## config.mk

```make
export PLATFORM = sky130hd
export DESIGN_NAME = bus_arbiter_4ch
export DESIGN_NICKNAME = d
export VERILOG_FILES = /design/src/rtl/bus_arbiter_4ch.sv
export SDC_FILE = /design/constraint.sdc
export NUM_CORES = 1
export LEC_CHECK = 0
export ABC_AREA = 1
export CAP_MARGIN = 15
export CORE_ASPECT_RATIO = 1.5
export CORE_UTILIZATION = 45
export DETAILED_ROUTE_END_ITERATION = 10
export PLACE_DENSITY_LB_ADDON = 0.2
export SLEW_MARGIN = 20
export SYNTH_ARGS = -nofsm -noshare
export SYNTH_HDL_FRONTEND = slang
export SYNTH_SLANG_ARGS = --single-unit
export TNS_END_PERCENT = 20
```

## constraint.sdc

```tcl
create_clock -name clk -period 3.1 [get_ports clk]
set_input_delay 0.31 -clock clk [delete_from_list [all_inputs] [get_ports clk]]
set_output_delay 0.31 -clock clk [all_outputs]
set_load 0.005 [all_outputs]
```

## src/rtl/bus_arbiter_4ch.sv

```systemverilog
// ---------------------------------------------------------------------------
// bus_arbiter_4ch
//
// Round-robin arbiter and sequencer for the shared 4-channel 32-bit datapath
// mux. One requester at a time owns the downstream bus port. The grant is
// held until the slave acknowledges or the requester withdraws, and the
// winner gets a one-cycle completion pulse.
//
// Optional feature macro: ARB_TIMEOUT_EN
//   defined   -> 16-bit watchdog aborts a transfer after TIMEOUT BUSY cycles
//                without bus_ack and pulses err on the owning channel.
//   undefined -> no watchdog; BUSY waits for bus_ack or a req drop and err
//                is tied to zero.
//
// Parameters:
//   TIMEOUT    BUSY cycles without bus_ack before abort (1..65535).
//
// Ports:
//   clk        in   system clock, rising edge
//   reset      in   synchronous active-high reset
//   req[3:0]   in   per-channel request, held until done/err
//   bus_ack    in   slave acknowledge, completes the current transfer
//   grant[3:0] out  registered one-hot grant, zero when idle
//   sel[1:0]   out  registered mux select, index of the granted channel
//   bus_valid  out  high while a grant is active
//   done[3:0]  out  one-cycle pulse on the channel whose transfer was acked
//   err[3:0]   out  one-cycle pulse on the channel whose transfer timed out
// ---------------------------------------------------------------------------
module bus_arbiter_4ch #(
    parameter int unsigned TIMEOUT = 255
) (
    input  logic       clk,
    input  logic       reset,
    input  logic [3:0] req,
    input  logic       bus_ack,
    output logic [3:0] grant,
    output logic [1:0] sel,
    output logic       bus_valid,
    output logic [3:0] done,
    output logic [3:0] err
);

    // Out-of-range TIMEOUT would silently truncate in the 16-bit counter.
    if (TIMEOUT < 1 || TIMEOUT > 65535) begin : g_bad_timeout
        $error("bus_arbiter_4ch: TIMEOUT must be in 1..65535");
    end

    typedef enum logic {
        StIdle,
        StBusy
    } state_e;

    state_e     state_q, state_d;
    logic [3:0] grant_q, grant_d;
    logic [1:0] sel_q, sel_d;
    logic       valid_q, valid_d;
    logic [3:0] done_q, done_d;
    logic [1:0] ptr_q, ptr_d;

`ifdef ARB_TIMEOUT_EN
    localparam logic [15:0] TimeoutLast = 16'(TIMEOUT - 1);

    logic [15:0] cnt_q, cnt_d;
    logic [3:0]  err_q, err_d;
`endif

    // Round-robin pick: search ptr+1, ptr+2, ptr+3, ptr (mod 4).
    logic       pick_found;
    logic [1:0] pick_idx;

    always_comb begin
        logic [1:0] cand;
        cand       = '0;
        pick_found = 1'b0;
        pick_idx   = ptr_q;
        for (int k = 1; k <= 4; k++) begin
            cand = ptr_q + k[1:0];
            if (!pick_found && req[cand]) begin
                pick_found = 1'b1;
                pick_idx   = cand;
            end
        end
    end

    // Next-state and registered-output computation.
    always_comb begin
        state_d = state_q;
        grant_d = grant_q;
        sel_d   = sel_q;
        valid_d = valid_q;
        done_d  = '0;
        ptr_d   = ptr_q;
`ifdef ARB_TIMEOUT_EN
        cnt_d   = cnt_q;
        err_d   = '0;
`endif

        unique case (state_q)
            StIdle: begin
                if (pick_found) begin
                    grant_d = 4'b0001 << pick_idx;
                    sel_d   = pick_idx;
                    valid_d = 1'b1;
                    state_d = StBusy;
`ifdef ARB_TIMEOUT_EN
                    cnt_d   = '0;
`endif
                end
            end

            StBusy: begin
                // Priority: ack, then requester withdrawal, then watchdog.
                // sel is left untouched on release so the mux input does not
                // change until the next grant.
                if (bus_ack) begin
                    done_d  = 4'b0001 << sel_q;
                    grant_d = '0;
                    valid_d = 1'b0;
                    ptr_d   = sel_q;
                    state_d = StIdle;
                end else if (!req[sel_q]) begin
                    grant_d = '0;
                    valid_d = 1'b0;
                    ptr_d   = sel_q;
                    state_d = StIdle;
                end
`ifdef ARB_TIMEOUT_EN
                // cnt_q counts completed BUSY cycles; the TIMEOUT-th cycle
                // without ack is the one where cnt_q == TIMEOUT-1.
                else if (cnt_q == TimeoutLast) begin
                    err_d   = 4'b0001 << sel_q;
                    grant_d = '0;
                    valid_d = 1'b0;
                    ptr_d   = sel_q;
                    state_d = StIdle;
                end else begin
                    cnt_d = cnt_q + 16'd1;
                end
`endif
            end

            default: begin
                state_d = StIdle;
            end
        endcase
    end

    always_ff @(posedge clk) begin
        if (reset) begin
            state_q <= StIdle;
            grant_q <= '0;
            sel_q   <= '0;
            valid_q <= 1'b0;
            done_q  <= '0;
            ptr_q   <= 2'd3;
`ifdef ARB_TIMEOUT_EN
            cnt_q   <= '0;
            err_q   <= '0;
`endif
        end else begin
            state_q <= state_d;
            grant_q <= grant_d;
            sel_q   <= sel_d;
            valid_q <= valid_d;
            done_q  <= done_d;
            ptr_q   <= ptr_d;
`ifdef ARB_TIMEOUT_EN
            cnt_q   <= cnt_d;
            err_q   <= err_d;
`endif
        end
    end

    assign grant     = grant_q;
    assign sel       = sel_q;
    assign bus_valid = valid_q;
    assign done      = done_q;
`ifdef ARB_TIMEOUT_EN
    assign err       = err_q;
`else
    assign err       = '0;
`endif

    a_grant_onehot : assert property (@(posedge clk) disable iff (reset)
        $onehot0(grant_q));
    a_done_onehot : assert property (@(posedge clk) disable iff (reset)
        $onehot0(done_q));
    a_done_err_excl : assert property (@(posedge clk) disable iff (reset)
        !(|done_q && |err));

endmodule

```

==> key figures <==
Run status
  – Status: finished clean

Pwr
  – Maximum vdd ir drop: 0.4400 mV
  – Pwr dens: 908.8 nW/um^2
  – Design Power: 1.035 mW
  – Static Leak: 0.5503 nW

Setup path
  – Reg2Reg Launch Point: ptr_q[0]$_SDFFE_PP1P_
  – Critical path arrival: 2040 ps
  – Worst endpoint required time: 3300 ps
  – CP Class: flop to flop
  – Worst setup EP type: flop
  – CP Max Fanout: 10
  – Reg2Reg Capture Point: grant[2]$_SDFFE_PP0P_
  – Worst Setup Start Kind: flop
  – Worst reg2reg path depth: 10
  – R2r setup slk: 1260 ps

STA
  – Setup Skew: 5.204 ps
  – Slew @ Worst Pin: 519.9 ps
  – Peak Freq: 544.7 MHz
  – Slew Limit Fails: 0
  – Total Neg Setup Slack: 0 ps
  – RSZ-0062 raised after global routing: no
  – Final Setup Violations: 0
  – Final worst slack: 1264 ps
  – Hold Fails Final Rpt: 0
  – Max-slew headroom: 65.29%
  – Fin crit share: 59.22%
  – Crit path time final: 1836 ps

Layout
  – # diodes: 0
  – Filler Cell Count: 196
  – Layout cells sized above 1: 18.95%
  – Post-layout util: 56.17%
  – Flip-flop and latch area: 280.3 um^2
  – Multi-input gate area: 571.8 um^2
  – Area Overhead vs Synth: 18.18%
  – Nets@finish: 162

CTS
  – CTS Hold Bufs: 0
  – Clk slew on worst S/H paths: 80 ps
  – Post-CTS sizing: 0
  – Clock Path Buffers: 2
  – Clock sinks: 14
  – Max H-tree Level: 1
  – CTS tree: built
  – Latest clock arrival within the worst-skew pair: 270 ps
  – Root Buffer: clkbuf_4
  – Num CTS Buffers: 3
  – Setup bufs post-CTS: 0

Route
  – WL final: 1.981 mm
  – Via count: 892
  – Final antenna-violating net count: 0
  – DR WL/cell: 11.32 um
  – DRT iter0 DRCs: 25
  – Post-route DRC: 0
  – Vias per Instance: 5.097
  – First-pass DRT Iterations: 4

GRT
  – Tot GR Track Use: 20.90%
  – Vias in the first global route: 861
  – Initial antenna violation count: 0
  – Global-route wire length before repair: 3.491 mm
  – Global route overflow: 0
  – Largest net degree at the start of global routing: 11

Yosys
  – EDFF count, synth: 0
  – Post-synth top cells: nand2_1 (36), dfxtp_1 (14), nand3_1 (12)
  – Number of synthesized register bits: 14
  – Area share of the largest cell type after synthesis: 29.09%
  – Most common cell in the synthesized netlist: nand2_1
  – Synth async-reset ratio: 0%
  – Dominant cells by area after synthesis: dfxtp_1 (29%), nand2_1 (14%), nand2_4 (13%), nand3_1 (6.2%), a21oi_1 (4.2%)
  – Syn avg cell area: 7.032 um^2
  – Cell taking the most area after synthesis: dfxtp_1
  – YS warnings: 0
  – Seq/Total Area, Yosys: 29.09%
  – Top FF cell, synth: dfxtp_1
  – Yosys cell types: 24
  – Cells after Synth: 137
  – Synth Cell Area: 963.4 um^2

Floorplanning
  – # rows: 20
  – I/O pin count: 22
  – Placeable Area: 2027 um^2
  – Die Span Y: 58.67 um
  – Starting Density: 47.53%
  – Die area: 2334 um^2
  – Die X: 39.78 um

Placed design
  – Input/output buffers: 17
  – Final Wtd Congestion: 0.7307
  – Pre-CTS WS: 1151 ps
  – Hpwl dp: 1.546 mm

Flow run
  – Max-cap violations: 0

Worst hold path
  – WHS Endpoint: grant[3]$_SDFFE_PP0P_
  – Hold Crit Start: grant[3]$_SDFFE_PP0P_
  – Hold path cells: 2
  – Min-delay worst type: flop to flop
## how the worst max path moves through the flow
| stage | startpoint | to | slack [ps] | depth (start not counted) |
|---|---|---|---|---|
| 2_1_floorplan | ptr_q[0]$_SDFFE_PP1P_ | bus_valid$_SDFFE_PP0P_ | 1720 | 12 |
| 5_1_grt | sel[0]$_SDFFE_PP0P_ | ptr_q[0]$_SDFFE_PP1P_ | 1130 | 9 |
| 3_5_place_dp | req[0] | grant[2]$_SDFFE_PP0P_ | 1150 | 11 |
| 4_1_cts | ptr_q[0]$_SDFFE_PP1P_ | grant[2]$_SDFFE_PP0P_ | 1280 | 10 |
| 6_report | ptr_q[0]$_SDFFE_PP1P_ | grant[2]$_SDFFE_PP0P_ | 1260 | 10 |
| 3_3_place_gp | req[0] | grant[2]$_SDFFE_PP0P_ | 1190 | 11 |
## area by class of cell
cell class / count / area share, %
multi-input combinational: 104 / 50.22
sequential: 14 / 24.62
timing repair buffer: 17 / 14.95
inverter: 15 / 5.824
tap: 22 / 2.418
clock buffer: 3 / 1.978
## layer usage
metal / vias to the layer above / global-route usage (%) / part of all wire (%) / wire [um]
met3: 2 / 1.887 / 2.7 / 54
met5: - / 0 / 0 / 0
li1: 461 / - / - / -
met4: 0 / 11.33 / 0.91 / 18
met2: 12 / 35.60 / 53 / 1047
met1: 417 / 24.40 / 43 / 860
## logic make-up (layout without fill, tap and decap cells)
logic type	after synthesis	after routing	synth area share [%]
and+or+nand+nor	81	81	47.40
buffers and inverters	22	35	12.73
AOI/OAI and AO/OA	19	19	10.39
DFF	14	14	29.09
other	1	4	0.3892
## flip-flops by register name, indices dropped and copies added (netlist names)
register,count
ptr_q,2
bus_valid,1
grant,4
done,4
sel,2
state_q,1
## critical path, stage by stage, from the launching register on
cell	delay, ps
dfxtp_1	650
nand2_1	180
nand2_2	150
nand2_1	100
nand2_4	100
inv_2	40
nand3_2	100
nand2_4	100
nor2_4	140
nand2_1	70
a21oi_1	130
## per-stage QoR
step,cell area [um^2],hold slack [ps],instances
floorplan,974.7,474.3,140
global placement,1116,474.0,172
detailed placement,1116,480.0,172
CTS,1139,491.6,175
global route,1139,519.7,175
finish,1139,489.7,175
## cell usage in the layout (no fill, tap or decap), drive strengths merged
master | Yosys | routed
nand3 | 14 | 14
o21ai | 9 | 9
o21bai | 1 | 1
nand2 | 52 | 52
nand4 | 2 | 2
nor2 | 13 | 13
a21oi | 8 | 8
o211ai | 1 | 1
dfxtp | 14 | 14
inv | 15 | 15
clkbuf | 1 | 3
clkdlybuf4s50 | 0 | 17
conb | 1 | 4
## power breakdown
part,total [mW],switching (mW),internal (mW)
Sequential,0.305,0.0694,0.236
Combinational,0.633,0.378,0.255
Clock,0.0963,0.0514,0.0449
Note: power is estimated with default switching activity, not from simulation.
